### config.mk
export PLATFORM = sky130hd
export DESIGN_NAME = wowi_burst_adapter_flat
export DESIGN_NICKNAME = d
export VERILOG_FILES = /design/src/rtl/wowi_burst_adapter_if.sv /design/src/rtl/wowi_burst_adapter.sv /design/src/flat_wrapper.sv
export SDC_FILE = /design/constraint.sdc
export NUM_CORES = 1
export LEC_CHECK = 0
export ABC_AREA = 1
export CORE_AREA = 2 2 141 143
export CTS_CLUSTER_SIZE = 40
export DETAILED_ROUTE_END_ITERATION = 10
export DIE_AREA = 0 0 143 145
export PLACE_DENSITY = 0.65
export SLEW_MARGIN = 20
export SYNTH_ARGS = -nofsm -noshare
export SYNTH_HDL_FRONTEND = slang
export SYNTH_SLANG_ARGS = --single-unit
### constraint.sdc
create_clock -name clk -period 2.5 [get_ports clk]
set_input_delay 0.375 -clock clk [delete_from_list [all_inputs] [get_ports clk]]
set_output_delay 0.375 -clock clk [all_outputs]
set_load 0.03 [all_outputs]
### src/rtl/wowi_burst_adapter_if.sv
// rtl/wowi_burst_adapter_if.sv - request, write, read and BRAM signal bundle for the burst adapter
interface wowi_burst_adapter_if #(
    parameter int DATA_WIDTH = 8,
    parameter int WORD_BYTES = 4,
    parameter int ADDR_WIDTH = 10,
    parameter int LEN_WIDTH  = 4
);
    logic                             req_valid;
    logic                             req_ready;
    logic                             req_write;
    logic [ADDR_WIDTH-1:0]            req_addr;
    logic [LEN_WIDTH-1:0]             req_len;
    logic                             wr_valid;
    logic                             wr_ready;
    logic [WORD_BYTES*DATA_WIDTH-1:0] wr_data;
    logic [WORD_BYTES-1:0]            wr_be;
    logic [WORD_BYTES*DATA_WIDTH-1:0] rd_data;
    logic                             rd_valid;
    logic                             done;
    logic [ADDR_WIDTH-1:0]            bram_addr;
    logic [DATA_WIDTH-1:0]            bram_din;
    logic                             bram_we;
    logic [DATA_WIDTH-1:0]            bram_dout;

    modport slave (
        input  req_valid, req_write, req_addr, req_len,
        input  wr_valid, wr_data, wr_be, bram_dout,
        output req_ready, wr_ready, rd_data, rd_valid, done,
        output bram_addr, bram_din, bram_we
    );

    modport master (
        output req_valid, req_write, req_addr, req_len,
        output wr_valid, wr_data, wr_be, bram_dout,
        input  req_ready, wr_ready, rd_data, rd_valid, done,
        input  bram_addr, bram_din, bram_we
    );
endinterface

### src/rtl/wowi_burst_adapter.sv
// rtl/wowi_burst_adapter.sv - word burst to byte-serial single-port BRAM adapter
module wowi_burst_adapter #(
    parameter int DATA_WIDTH = 8,
    parameter int WORD_BYTES = 4,
    parameter int ADDR_WIDTH = 10,
    parameter int RD_LATENCY = 1,
    parameter int LEN_WIDTH  = 4
) (
    input  logic                clk,
    input  logic                rst_n,
    wowi_burst_adapter_if.slave bus
);
    localparam int WW = WORD_BYTES * DATA_WIDTH;
    localparam int BW = (WORD_BYTES > 1) ? $clog2(WORD_BYTES) : 1;
    localparam logic [BW-1:0] LAST_B = BW'(WORD_BYTES - 1);

    typedef enum logic [2:0] {IDLE, RD_ISSUE, RD_DRAIN, WR_WAIT, WR_BYTES} state_t;
    state_t state, state_nxt;

    logic [ADDR_WIDTH-1:0] lat_addr;
    logic [ADDR_WIDTH-1:0] off;
    logic [LEN_WIDTH-1:0]  lat_len;
    logic [LEN_WIDTH-1:0]  wcnt;
    logic [LEN_WIDTH-1:0]  cap_wcnt;
    logic [BW-1:0]         bcnt;
    logic [BW-1:0]         cap_bcnt;
    logic [WW-1:0]         wr_word;
    logic [WORD_BYTES-1:0] wr_mask;
    logic [WW-1:0]         rd_buf;
    logic [WW-1:0]         rd_asm;
    logic                  issue_q;
    logic [RD_LATENCY-1:0] tag_sr;

    logic                  issue_rd;
    logic                  write_byte;
    logic                  seq_last;
    logic                  cap_fire;
    logic                  cap_word_end;
    logic                  cap_final;
    logic [LEN_WIDTH-1:0]  len_eff;
    logic [ADDR_WIDTH-1:0] byte_addr;
    logic [DATA_WIDTH-1:0] byte_data;
    logic                  byte_we;

    // State register
    always_ff @(posedge clk) begin
        if (!rst_n) state <= IDLE;
        else        state <= state_nxt;
    end

    // Next-state: a burst ends when the last byte is issued/written, reads then drain
    always_comb begin
        state_nxt = state;
        case (state)
            IDLE: begin
                if (bus.req_valid) begin
                    if (bus.req_write)  state_nxt = WR_WAIT;
                    else if (seq_last)  state_nxt = RD_DRAIN;
                    else                state_nxt = RD_ISSUE;
                end
            end
            RD_ISSUE: if (seq_last)  state_nxt = RD_DRAIN;
            RD_DRAIN: if (cap_final) state_nxt = IDLE;
            WR_WAIT, WR_BYTES: begin
                if (write_byte) begin
                    if (bcnt != LAST_B) state_nxt = WR_BYTES;
                    else                state_nxt = seq_last ? IDLE : WR_WAIT;
                end
            end
            default: state_nxt = IDLE;
        endcase
    end

    // Handshake outputs and per-cycle byte decode; byte 0 of a read is issued in IDLE itself
    always_comb begin
        bus.req_ready = (state == IDLE);
        bus.wr_ready  = (state == WR_WAIT);
        issue_rd      = (state == RD_ISSUE) || ((state == IDLE) && bus.req_valid && !bus.req_write);
        write_byte    = (state == WR_BYTES) || ((state == WR_WAIT) && bus.wr_valid);
        len_eff       = (state == IDLE) ? bus.req_len : lat_len;
        seq_last      = (bcnt == LAST_B) && (wcnt == len_eff);
        byte_addr     = ((state == IDLE) ? bus.req_addr : lat_addr) + off;
        byte_data     = (state == WR_WAIT) ? bus.wr_data[DATA_WIDTH-1:0] : wr_word[DATA_WIDTH-1:0];
        byte_we       = (state == WR_WAIT) ? bus.wr_be[0] : wr_mask[0];
        cap_fire      = tag_sr[RD_LATENCY-1];
        cap_word_end  = cap_fire && (cap_bcnt == LAST_B);
        cap_final     = cap_word_end && (cap_wcnt == lat_len);
        rd_asm        = rd_buf;
        rd_asm[int'(cap_bcnt)*DATA_WIDTH +: DATA_WIDTH] = bus.bram_dout;
    end

    // Issue side: request latch, byte/word counters, BRAM port registers, write word shifter
    always_ff @(posedge clk) begin
        if (!rst_n) begin
            lat_addr      <= '0;
            lat_len       <= '0;
            off           <= '0;
            bcnt          <= '0;
            wcnt          <= '0;
            wr_word       <= '0;
            wr_mask       <= '0;
            bus.bram_addr <= '0;
            bus.bram_din  <= '0;
            bus.bram_we   <= 1'b0;
        end else begin
            if ((state == IDLE) && bus.req_valid) begin
                lat_addr <= bus.req_addr;
                lat_len  <= bus.req_len;
            end
            if (issue_rd || write_byte) begin
                bus.bram_addr <= byte_addr;
                if (seq_last) begin
                    off  <= '0;
                    bcnt <= '0;
                    wcnt <= '0;
                end else begin
                    off <= off + 1'b1;
                    if (bcnt == LAST_B) begin
                        bcnt <= '0;
                        wcnt <= wcnt + 1'b1;
                    end else begin
                        bcnt <= bcnt + 1'b1;
                    end
                end
            end
            if (write_byte) bus.bram_din <= byte_data;
            bus.bram_we <= write_byte && byte_we;
            if ((state == WR_WAIT) && bus.wr_valid) begin
                wr_word <= bus.wr_data >> DATA_WIDTH;
                wr_mask <= bus.wr_be >> 1;
            end else if (state == WR_BYTES) begin
                wr_word <= wr_word >> DATA_WIDTH;
                wr_mask <= wr_mask >> 1;
            end
        end
    end

    // Read capture: tag pipeline tracks BRAM latency, bytes assemble in rd_buf, word published whole
    always_ff @(posedge clk) begin
        if (!rst_n) begin
            issue_q      <= 1'b0;
            tag_sr       <= '0;
            cap_bcnt     <= '0;
            cap_wcnt     <= '0;
            rd_buf       <= '0;
            bus.rd_data  <= '0;
            bus.rd_valid <= 1'b0;
            bus.done     <= 1'b0;
        end else begin
            issue_q      <= issue_rd;
            tag_sr       <= RD_LATENCY'({tag_sr, issue_q});
            bus.rd_valid <= cap_word_end;
            bus.done     <= (write_byte && seq_last) || cap_final;
            if (cap_fire) begin
                rd_buf <= rd_asm;
                if (cap_word_end) begin
                    bus.rd_data <= rd_asm;
                    cap_bcnt    <= '0;
                    cap_wcnt    <= cap_final ? '0 : cap_wcnt + 1'b1;
                end else begin
                    cap_bcnt <= cap_bcnt + 1'b1;
                end
            end
        end
    end
endmodule

### src/flat_wrapper.sv
// flat-port wrapper written by rule: the top's interface ports become plain ports
module wowi_burst_adapter_flat 
#(
    parameter int DATA_WIDTH = 8,
    parameter int WORD_BYTES = 4,
    parameter int ADDR_WIDTH = 10,
    parameter int RD_LATENCY = 1,
    parameter int LEN_WIDTH  = 4
)
  (clk, rst_n, bus_req_valid, bus_req_write, bus_req_addr, bus_req_len, bus_wr_valid, bus_wr_data, bus_wr_be, bus_bram_dout, bus_req_ready, bus_wr_ready, bus_rd_data, bus_rd_valid, bus_done, bus_bram_addr, bus_bram_din, bus_bram_we);
  wowi_burst_adapter_if #(.DATA_WIDTH(DATA_WIDTH), .WORD_BYTES(WORD_BYTES), .ADDR_WIDTH(ADDR_WIDTH), .LEN_WIDTH(LEN_WIDTH)) bus_i ();
  input  logic clk;
  input  logic rst_n;
  input wire logic [$bits(bus_i.req_valid)-1:0] bus_req_valid;
  input wire logic [$bits(bus_i.req_write)-1:0] bus_req_write;
  input wire logic [$bits(bus_i.req_addr)-1:0] bus_req_addr;
  input wire logic [$bits(bus_i.req_len)-1:0] bus_req_len;
  input wire logic [$bits(bus_i.wr_valid)-1:0] bus_wr_valid;
  input wire logic [$bits(bus_i.wr_data)-1:0] bus_wr_data;
  input wire logic [$bits(bus_i.wr_be)-1:0] bus_wr_be;
  input wire logic [$bits(bus_i.bram_dout)-1:0] bus_bram_dout;
  output wire logic [$bits(bus_i.req_ready)-1:0] bus_req_ready;
  output wire logic [$bits(bus_i.wr_ready)-1:0] bus_wr_ready;
  output wire logic [$bits(bus_i.rd_data)-1:0] bus_rd_data;
  output wire logic [$bits(bus_i.rd_valid)-1:0] bus_rd_valid;
  output wire logic [$bits(bus_i.done)-1:0] bus_done;
  output wire logic [$bits(bus_i.bram_addr)-1:0] bus_bram_addr;
  output wire logic [$bits(bus_i.bram_din)-1:0] bus_bram_din;
  output wire logic [$bits(bus_i.bram_we)-1:0] bus_bram_we;
  assign bus_i.req_valid = bus_req_valid;
  assign bus_i.req_write = bus_req_write;
  assign bus_i.req_addr = bus_req_addr;
  assign bus_i.req_len = bus_req_len;
  assign bus_i.wr_valid = bus_wr_valid;
  assign bus_i.wr_data = bus_wr_data;
  assign bus_i.wr_be = bus_wr_be;
  assign bus_i.bram_dout = bus_bram_dout;
  assign bus_req_ready = bus_i.req_ready;
  assign bus_wr_ready = bus_i.wr_ready;
  assign bus_rd_data = bus_i.rd_data;
  assign bus_rd_valid = bus_i.rd_valid;
  assign bus_done = bus_i.done;
  assign bus_bram_addr = bus_i.bram_addr;
  assign bus_bram_din = bus_i.bram_din;
  assign bus_bram_we = bus_i.bram_we;
  wowi_burst_adapter #(.DATA_WIDTH(DATA_WIDTH), .WORD_BYTES(WORD_BYTES), .ADDR_WIDTH(ADDR_WIDTH), .RD_LATENCY(RD_LATENCY), .LEN_WIDTH(LEN_WIDTH)) u_core (.clk(clk), .rst_n(rst_n), .bus(bus_i));
endmodule
# ---- After elaboration in Yosys (flattened, before gate mapping)
# Cells that the tools add are included.
dict set report totals {
  output_inout_bits 55
  reg_bits 153
  word_cells 86
  input_bits 63
}
dict set report op_classes {
  addsub 7
  n_mux 25
  eq_ne 13
  n_reduce_logical 20
  shifts 2
}
# cell count
set op_table {}
lappend op_table {{2-to-1 mux 24 bit} 2}
lappend op_table {{negator 5 -> 33 bit} 1}
lappend op_table {{variable shift 8 x 33 -> 32 bit (first input constant)} 1}
lappend op_table {{indexed part select 8 x 33 -> 32 bit} 1}
lappend op_table {{bitwise mux 32 bit} 1}
lappend op_table {{2-to-1 mux 3 bit} 8}
lappend op_table {{2-to-1 mux 10 bit} 2}
lappend op_table {{2-to-1 mux 4 bit} 4}
lappend op_table {{case mux 3 bit (4 select lines)} 1}
lappend op_table {{adder 10 x 1 -> 10 bit (second input constant)} 1}
lappend op_table {{adder 10 bit} 1}
lappend op_table {{2-to-1 mux 2 bit} 5}
lappend op_table {{adder 4 x 1 -> 4 bit (second input constant)} 2}
lappend op_table {{equality test 4 bit} 2}
lappend op_table {{logical AND 1 bit} 8}
lappend op_table {{2-to-1 mux 8 bit} 1}
lappend op_table {{equality test 3 x 2 -> 1 bit (second input constant)} 2}
lappend op_table {{!= test 2 x 1 -> 1 bit (second input constant)} 3}
lappend op_table {{adder 2 x 1 -> 2 bit (second input constant)} 2}
lappend op_table {{equality test 2 bit (second input constant)} 2}
lappend op_table {{logical OR 1 bit} 4}
lappend op_table {{!= test 2 bit (second input constant)} 2}
lappend op_table {{AND reduction 2 bit} 2}
lappend op_table {{AND reduction 4 bit} 1}
lappend op_table {{7 further kinds} 8}

# ---- Logic depth before layout (Yosys ltp)
# Gate-level depths: netlist (run 1).
dict set report depth {
  word_depth 8
  depth_mapped 19
}

# ---- Least setup slack after synthesis (run 1)
# No wires, ideal clock.
dict set report synth_timing {
  kind {reg-to-reg}
  startpoint {register u_core.state[2]}
  endpoint {register u_core.bus.bram_addr[8]}
  slack_ns -0.477
  period_less_slack_ns 2.977
  path_stages_with_launch 20
  arrival_time_ns 2.860
  setup_time_ns 0.117
  path_cell_list {dfxtp_1 > inv_1 > buf_2 > nand2_4 > buf_6 > clkinv_1 > clkbuf_1 > o21ai_0 > ha_1 > inv_1 > fa_1 > nand3b_1 > nand2_1 > a21oi_1 > nor2_1 > o21ai_0 > nand3_1 > nand2_1 > nor2_1 > nor2_1}
}
dict set report synth_via {
  elab_chain_len 5
  word_cells_on_any_way 12
}
# element line_no
set synth_rtl {}
lappend synth_rtl {{from (decl)} wowi_burst_adapter.sv:18} ;# state_t state, state_nxt;
lappend synth_rtl {{from (signal assigned)} wowi_burst_adapter.sv:48} ;# else state <= state_nxt;
lappend synth_rtl {{zero test 3 bit *} --}
lappend synth_rtl {{net bus_req_ready} flat_wrapper.sv:22} ;# output wire logic [$bits(bus_i.req_ready)-1:0] bus_req_ready;
lappend synth_rtl {{branches (longest 4 deep; another with adder 10 bit)} --}
lappend synth_rtl {{to (signal assigned)} wowi_burst_adapter.sv:111} ;# bus.bram_addr <= byte_addr;
lappend synth_rtl {{to (decl)} wowi_burst_adapter_if.sv:29} ;# output bram_addr, bram_din, bram_we
# Mark *: on every way through the listed nets, which the timed path passes.
# A chain may end at the register's enable or synchronous reset.

# ---- Worst setup path in the final report (run 1)
dict set report layout_timing {
  startpoint {register u_core.state[2]}
  endpoint {output port bus_wr_ready}
}
dict set report layout_via {
  elab_chain_len 1
}
# element line_no
set layout_rtl {}
lappend layout_rtl {{equality test 3 x 2 -> 1 bit} wowi_burst_adapter.sv:77} ;# bus.wr_ready = (state == WR_WAIT);
lappend layout_rtl {{to (decl)} flat_wrapper.sv:23} ;# output wire logic [$bits(bus_i.wr_ready)-1:0] bus_wr_ready;
# Every way passes these cells.

==> results of run 1 <==
[layout make-up]
class | count | area (um2)
timing repair buffer | 139 | 1378
inverter | 154 | 593.1
fill | 1955 | 10250
multi-input combinational | 610 | 3174
tap | 265 | 331.6
clock buffer | 17 | 425.4
clock inverter | 15 | 148.9
sequential | 145 | 2909
[cell usage in the layout (no fill, tap or decap), drive strengths merged]
cell type / instances
o21a: 1
mux2i: 1
nand4: 3
inv: 160
a211oi: 13
clkbuf: 17
a31oi: 23
xor2: 7
nor3: 5
or2: 4
dfxtp: 145
nand3b: 2
nor2: 120
clkdlybuf4s50: 117
nor4: 1
fa: 1
o21ai: 103
ha: 19
a21oi: 73
nor3b: 6
and3: 2
o21bai: 1
o32ai: 1
a21boi: 1
buf: 22
nand2: 154
bufinv: 1
xnor2: 4
a221oi: 1
nand3: 38
o22ai: 26
clkinv: 4
clkinvlp: 4
[per-layer routing]
| layer | GRT usage (%) | vias to the layer above |
|---|---|---|
| met5 | 0 | - |
| met4 | 4.455 | 0 |
| met3 | 3.729 | 8 |
| met2 | 28.76 | 103 |
| met1 | 21.58 | 2837 |
| li1 | - | 3321 |
[registers in the layout (all words and copies together), names as in the netlist, 3 cells and up]
signal                cells
u_core.bus.bram_addr     10
u_core.bus.bram_din       8
u_core.bus.rd_data       32
u_core.cap_wcnt           4
u_core.lat_addr          10
u_core.lat_len            4
u_core.off               10
u_core.rd_buf            24
u_core.state              3
u_core.wcnt               4
u_core.wr_mask            3
u_core.wr_word           24
[stage by stage]
| stage | instances | hold slack [ns] | utilization [%] |
|---|---|---|---|
| global route | 1345 | 0.4613 | 46.65 |
| global placement | 1310 | 0.4284 | 43.45 |
| CTS | 1342 | 0.4372 | 46.44 |
| detailed placement | 1310 | 0.4179 | 43.45 |
| finish | 1345 | 0.4365 | 46.65 |
| floorplan | 955 | 0.3905 | - |
[timing repair]
action                     in CTS  in global routing
hold buffers                    0                  0
setup endpoints to repair       0                  3
resized for setup               0                  5
setup buffers                   0                  3
[cells by family after synthesis]
group                    after synthesis  synth area share [%]
XOR/XNOR                              11                 1.409
AO/OA/AOI/OAI                        243                 19.60
buffers and inverters                200                 11.24
flip-flops                           145                 42.46
adder cells (fa/ha/maj)               20                 3.770
AND/OR/NAND/NOR                      335                 21.38
multiplexers                           1                0.1464
[power by group through the flow]
stage	Combinational, mW	Sequential [mW]	Clock (mW)
6_report	2.63	2.80	2.49
5_1_grt	2.95	2.83	2.66
4_1_cts	2.58	2.79	2.55
3_5_place_dp	2.57	2.84	0
3_3_place_gp	2.54	2.83	0
2_1_floorplan	1.71	2.98	0
[worst reg2reg max path: cells and delay by family, from the launching register on]
| family | cells | cell delay, ns |
|---|---|---|
| adder cells (fa/ha/maj) | 2 | 0.53 |
| buffers and inverters | 2 | 0.13 |
| flip-flops | 1 | 0.37 |
| AND/OR/NAND/NOR | 10 | 0.87 |
| AO/OA/AOI/OAI | 3 | 0.27 |
[path summary, 6_finish.rpt]
kind                    from                 endpoint
min reg2reg   u_core.issue_q          u_core.cap_fire
max          u_core.state[2]             bus_wr_ready
max reg2reg  u_core.state[0]  u_core.bus.bram_addr[8]
min           u_core.issue_q          u_core.cap_fire
==> flow_summary.toml, run 1 <==
[critical_path]
crit_path_frequent_cell = "inv_2"
r2r_setup_slack_ns = 0.21
cp.required_ns = 2.12
crit_path_top_delay_cell = "clkdlybuf4s50_1"
cp_max_fo = 13
crit_family = "buffers and inverters"
end_kind = "output port"
critPathBufInv = 4
crit_type = "flip-flop to output port"
ff2ff_path_depth = 17
arrival_ns = 2.02
path_depth = 5
path_cells = "inv_2 > buf_4 > nand3_4 > inv_2 > clkdlybuf4s50_1"
slowest_delay_ns = 0.72
critPathLaunchType = "flip-flop"

[place]
place_ws_ns = 0.02149
place_hpwl_mm = 11.97
gp_congestion = 0.8156
portBuffers = 117
dpl_cell_area_um2 = 8346

[timing]
worst_clock_skew_ns = 0.01850
slew_viol_final = 0
finalSetupViolations = 0
finalHoldViolCount = 0
fin_ws_ns = 0.1045
max_freq_mhz = 417.4
period_share_pct = 95.82
rsz0062_at_grt = "no"
period_minus_slack_ns = 2.396
worstMarginPinSlew_ns = 0.6287
tns_ns = 0
relSlewSlack_pct = 58.04

[run]
maxCapViolations = 0

[clocking]
cts.sinks = 145
clockRootBuffer = "clkbuf_16"
clk_transition_reported_paths_ns = 0.06
htreeDepth = 4
clockBufferDepth = 2
cts_tree = "built"
clock_latency_ns = 0.43
cts_buffers = 17

[floorplanning]
dieArea_um2 = 20740
io_pins = 118
die_w_um = 143
coreArea_um2 = 19210
fp-row-count = 51
die_y_um = 145
start_util_pct = 35.59

[power_and_ir_drop]
ir_drop_uv = 543.7
powerDensity_nw_per_um2 = 883.6
switching_share_pct = 36.55
p_switching_mw = 2.894
p_leak_nw = 3.790
power.internal_mw = 5.024
seqPwrFrac_pct = 35.3
p_total_mw = 7.917
clkPwrFrac_pct = 31.4
p_comb_share_pct = 33.3

[global_routing]
grt_pass1_vias = 5797
grtUsageTotal_pct = 16.93
grt-ovfl-total = 0
antenna_found_initial = 0
grt_first_pass_wirelength_mm = 28.26
grt_max_degree = 49

[logic_synthesis]
synth-edff-count = 0
synth_async_sr_flop_share_pct = 0
synth_top_cell_area_share_pct = 42.46
yosys-top-cells-count = "149 x nand2_1, 145 x dfxtp_1, 144 x inv_1"
synth.most_common_cell = "nand2_1"
synth_area_um2 = 6837
synthFlopType = "dfxtp_1"
syn_inst = 955
ys_types = 45
yosys_warnings = 0
synth-seq-area-share_pct = 42.46
syn-num-nets = 1038
yosys.area.top_type = "dfxtp_1"
synth-seq-cells = 145
avgSynthCellArea_um2 = 7.159
synth.area.top_cells = "dfxtp_1 42%, nand2_1 8.2%, inv_1 7.9%, o21ai_0 7.2%, nor2_1 6.3%"

[routing]
dr_total_vias = 6269
dr_wl_met2_mm = 8.269
drt-vias-per-instance = 4.661
ant_nets = 0
met3_length_um = 634
wl_per_cell_um = 12.71
dr.max_layer_used = "met4"
drc = 0
wl_mm = 17.09
routedLengthMet1_mm = 8.051
first_pass_iters = 7
drt_iter0_drc = 288

[min_path]
min_path_cells = 2
holdCritPathClass = "flip-flop to flip-flop"

[layout]
antennaDiodeCount = 0
design_area_um2 = 8960
final_nets = 1150
drive_above_1_share_pct = 8.333
syn2layout_area_growth_pct = 31.06

[status]
status = "finished clean"
Note: power is estimated with default switching activity, not from simulation.
==> run 2, diff against run 1 <==
- CORE_AREA: 2 2 141 143 -> 2 2 154 156
- DIE_AREA: 0 0 143 145 -> 0 0 156 158
- PLACE_DENSITY: 0.65 -> 0.57
==> run 2 against run 1 <==
  * Combinational power up 2%
  * Critical path type unchanged
  * Critical endpoint unchanged
  * Final area is 0.77% higher
  * Setup slack improved by 0.012 ns
  * Non-clock buffer count increased by 2
  * Register-to-register slack improved by 0.02 ns
==> flow_summary.toml, run 2 (same netlist as run 1, synthesis figures left out) <==
[timing]
timing.hold.ws_ns = 0.4201
tns_ns = 0
period_share_pct = 95.33
finalSetupViolations = 0
slew_viol_final = 0
rsz0062_at_grt = "no"
fin_ws_ns = 0.1168
worstMarginPinSlew_ns = 0.4628
finalHoldViolCount = 0
worst_clock_skew_ns = 0.01193
relSlewSlack_pct = 69.11
period_minus_slack_ns = 2.383
max_freq_mhz = 419.6

[place]
portBuffers = 117
place_ws_ns = 0.03636
place_hpwl_mm = 12.98
dp_cells = 1336
gp_congestion = 0.8292

[global_routing]
grtUsageTotal_pct = 14.92
antenna_found_initial = 0
grt_first_pass_wirelength_mm = 29.43
grt_max_degree = 39
grt_pass1_vias = 5937
grt-ovfl-total = 0

[min_path]
holdCritPathClass = "flip-flop to flip-flop"

[run]
maxCapViolations = 0

[power_and_ir_drop]
powerDensity_nw_per_um2 = 900.9
ir_drop_uv = 412.6
p_leak_nw = 3.812

[routing]
met3_length_um = 547
drc = 0
dr_wl_met2_mm = 8.802
wl_per_cell_um = 13.27
drt_iter0_drc = 333
wl_mm = 18.20
first_pass_iters = 5
ant_nets = 0
dr_total_vias = 6349
routedLengthMet1_mm = 8.509
dr.max_layer_used = "met4"
drt-vias-per-instance = 4.628

[layout]
layout_commonest_cell = "nand2_1"
top_register = "u_core.bus.rd_data"
final_cell_mix = "149 x nand2_1, 143 x inv_1, 142 x dfxtp_1"
drive_above_1_share_pct = 8.318
fin_cells = 1372
final_nets = 1152
antennaDiodeCount = 0
reg_top3 = "u_core.bus.rd_data x32, u_core.rd_buf x24, u_core.wr_word x24"
largest_register_ffs = 32
syn2layout_area_growth_pct = 32.06

[critical_path]
reg2reg_from = "u_core.state[1]"
end_kind = "output port"
arrival_ns = 2.01
ff2ff_path_depth = 13
cp.required_ns = 2.12
cp_max_fo = 13
r2r_setup_slack_ns = 0.23
worstSetupStartpoint = "u_core.state[2]"
critPathLaunchType = "flip-flop"
crit_type = "flip-flop to output port"
rr_endpoint = "u_core.bus.bram_addr[9]"
crit_path_end = "bus_wr_ready"

[clocking]
cts_buffers = 17
clk_transition_reported_paths_ns = 0.06
cts.sinks = 145
clockBufferDepth = 2
clockRootBuffer = "clkbuf_16"
htreeDepth = 4
cts_hold_buf = 0
cts_tree = "built"
clock_latency_ns = 0.42

[floorplanning]
start_util_pct = 29.66
die_w_um = 156
fp-row-count = 56
dieArea_um2 = 24650
coreArea_um2 = 23050
io_pins = 118
die_y_um = 158

[status]
status = "finished clean"
==> run 2: critical path: stages (launching register included) <==
cell and delay (ns):
dfxtp_2 0.33, inv_2 0.07, buf_4 0.18, nand3_4 0.08, inv_2 0.20, clkdlybuf4s50_1 0.72
==> run 2: worst min-delay path by stage <==
stage | from | end | cells after the start
after floorplan | u_core.issue_q | u_core.cap_fire | 2
after global placement | u_core.issue_q | u_core.cap_fire | 2
after detailed placement | u_core.issue_q | u_core.cap_fire | 2
after CTS | u_core.issue_q | u_core.cap_fire | 2
after global routing | u_core.issue_q | u_core.cap_fire | 2
final | u_core.issue_q | u_core.cap_fire | 2
==> run 2: layer usage <==
metal / vias up / track usage [%]
met5: - / 0
met4: 0 / 5.286
met3: 27 / 3.175
met2: 107 / 25.33
met1: 2892 / 18.76
li1: 3323 / -
==> run 2: metrics by stage <==
stage / util, % / area, um2 / power, mW
2_1_floorplan: - / 6878 / 4.687
3_3_place_gp: 36.32 / 8372 / 5.399
3_5_place_dp: 36.32 / 8372 / 5.427
4_1_cts: 38.99 / 8989 / 8.130
5_1_grt: 39.17 / 9029 / 8.690
6_report: 39.17 / 9029 / 8.133
==> run 2: cell type report <==
| type | count | area, um2 |
|---|---|---|
| tap | 290 | 362.8 |
| sequential | 145 | 2909 |
| timing repair buffer | 141 | 1376 |
| clock inverter | 13 | 173.9 |
| multi-input combinational | 610 | 3171 |
| clock buffer | 19 | 442.9 |
| fill | 2357 | 14020 |
| inverter | 154 | 593.1 |
==> run 2: what timing repair did <==
item	CTS	global route
gates resized for setup	0	3
endpoints found under the setup margin	0	4
endpoints found under the hold margin	0	0
setup buffers	0	4
==> run 2: power breakdown <==
group          switching [mW]  internal (mW)  leakage (nW)  total (mW)
sequential              0.174           2.62          1.18        2.79
combinational            1.64           1.02          2.34        2.67
clock                    1.06           1.62         0.292        2.67
total                    2.88           5.26          3.81        8.13
==> run 3, diff against run 2 <==
- CORE_AREA: 2 2 154 156 -> 2 2 123 125
- DIE_AREA: 0 0 156 158 -> 0 0 125 127
- PLACE_DENSITY: 0.57 -> 0.8
==> run 3 against run 2 <==
  * Combinational power fell by 3%
  * Power is 2.2% lower
  * Sequential power is essentially flat
  * Final area down 2.2%
  * Global-route usage rose by 6.3 points
  * Clock power fell by 4%
  * Count of clock-buffer cells in the layout is 1 higher
  * Clock skew is 0.0049 ns lower
  * Final cell count shrank 8.3%
  * Register-to-register slack lost 0.13 ns
  * Non-clock buffer count decreased by 7
  * Critical endpoint is now u_core.bus.bram_addr[8]
  * Largest power group unchanged
  * Highest routed layer unchanged
==> flow_summary.toml, run 3 (same netlist as run 1, synthesis figures left out) <==
[status]
status = "finished clean"

[min_path]
min_path_cells = 2
holdCritPathClass = "flip-flop to flip-flop"

[place]
place_hpwl_mm = 11.63
gp_congestion = 0.8891
dp_cells = 1227
portBuffers = 117

[clocking]
clockRootBuffer = "clkbuf_16"
cts_tree = "built"
clk_transition_reported_paths_ns = 0.06
htreeDepth = 4
cts_setup_buffers = 0
cts.sinks = 145
cts_buffers = 17
clock_latency_ns = 0.42
clockBufferDepth = 2

[power_and_ir_drop]
p_leak_nw = 3.795
powerDensity_nw_per_um2 = 901.3
ir_drop_uv = 441.3

[floorplanning]
io_pins = 118
start_util_pct = 47.40
fp-row-count = 44
coreArea_um2 = 14420
die_y_um = 127
die_w_um = 125
dieArea_um2 = 15880

[routing]
drt-vias-per-instance = 5.122
wl_per_cell_um = 13.23
ant_nets = 0
dr_total_vias = 6443
drt_iter0_drc = 352
wl_mm = 16.65
drc = 0
first_pass_iters = 5

[layout]
multi_input_area_um2 = 3173
fin_cells = 1258
top_register = "u_core.bus.rd_data"
antennaDiodeCount = 0
reg_top3 = "u_core.bus.rd_data x32, u_core.rd_buf x24, u_core.wr_word x24"
drive_above_1_share_pct = 7.728
final_cell_mix = "148 x nand2_1, 143 x inv_1, 142 x dfxtp_1"
regArea_um2 = 2912
layout_commonest_cell = "nand2_1"
largest_register_ffs = 32
syn2layout_area_growth_pct = 29.14
num-fill-cells = 1323
final_nets = 1145

[global_routing]
grtUsageTotal_pct = 21.18
grt_max_degree = 50
antenna_found_initial = 0
grt_pass1_vias = 6059
grt_first_pass_wirelength_mm = 27.91
grt-ovfl-total = 0

[timing]
worstMarginPinSlew_ns = 0.4370
worst_clock_skew_ns = 0.007076
relSlewSlack_pct = 70.83
timing.hold.ws_ns = 0.4347
period_minus_slack_ns = 2.403
finalHoldViolCount = 0
rsz0062_at_grt = "yes"
period_share_pct = 96.14
slew_viol_final = 0
finalSetupViolations = 0
max_freq_mhz = 416.1

[critical_path]
arrival_ns = 2.76
cp.required_ns = 2.86
critPathLaunchType = "flip-flop"
ff2ff_path_depth = 14
end_kind = "flip-flop"
crit_type = "flip-flop to flip-flop"
cp_max_fo = 19

[run]
maxCapViolations = 0
run 3: cell types whose count changed in the layout (fill, tap and decap cells not counted), sizes merged:
cell / delta
buf: -7
clkbuf: +1
dlymetal6s2s: +1
clkinv: +3
inv: -5
clkdlybuf4s50: -1
run 3: critical path: stages, from the launching register on:
cell	delay [ns]
dfxtp_4	0.38
nor2_4	0.06
nand2_4	0.13
clkinv_8	0.11
o21ai_0	0.28
ha_1	0.34
a21oi_1	0.20
nand2_2	0.10
a21oi_1	0.22
nor2_1	0.07
o21ai_1	0.17
nand3_1	0.10
nand2_1	0.07
nor2_1	0.04
nor2_1	0.08
run 3: worst paths after layout:
check	start	to	slack [ns]
setup / recovery	u_core.state[1]	u_core.bus.bram_addr[8]	0.1
hold / removal	u_core.issue_q	u_core.cap_fire	0.43
setup reg to reg	u_core.state[1]	u_core.bus.bram_addr[8]	0.1
hold reg to reg	u_core.issue_q	u_core.cap_fire	0.43
run 3: layer usage:
metal / GRT usage, % / up-vias / part of all wire (%)
met3: 4.564 / 27 / 4.7
met2: 36.70 / 171 / 49
met1: 26.13 / 2938 / 44
li1: - / 3307 / -
met5: 0 / - / 0
met4: 7.582 / 0 / 1.8
run 3: cell type report:
type | instances | area share (%)
clock buffer | 20 | 5.173
tap | 184 | 2.608
timing repair buffer | 134 | 15.02
sequential | 145 | 32.98
multi-input combinational | 610 | 35.94
clock inverter | 11 | 1.559
inverter | 154 | 6.718
run 3: metrics by stage:
stage | instance area (um2) | total power, mW | setup WS (ns) | setup TNS (ns) | utilization (%)
6_report | 8828 | 7.957 | 0.09661 | 0 | 61.21
5_1_grt | 8828 | 8.441 | -0.08111 | -0.08111 | 61.21
4_1_cts | 8811 | 7.981 | 0.009769 | 0 | 61.09
3_5_place_dp | 8217 | 5.394 | -0.007604 | -0.007604 | 56.97
3_3_place_gp | 8217 | 5.324 | 0.04631 | 0 | 56.97
2_1_floorplan | 6878 | 4.687 | 0.004501 | 0 | -
run 3: repair_timing:
| action | in CTS | in global routing |
|---|---|---|
| endpoints found under the setup margin | 0 | 4 |
| gates resized for setup | 0 | 7 |
| hold buffers | 0 | 0 |
run 3: where the power goes:
group	leakage [nW]	internal (mW)	total, mW	switching [mW]
clock network	0.287	1.61	2.56	0.951
registers	1.18	2.62	2.80	0.177
logic	2.33	0.956	2.60	1.65
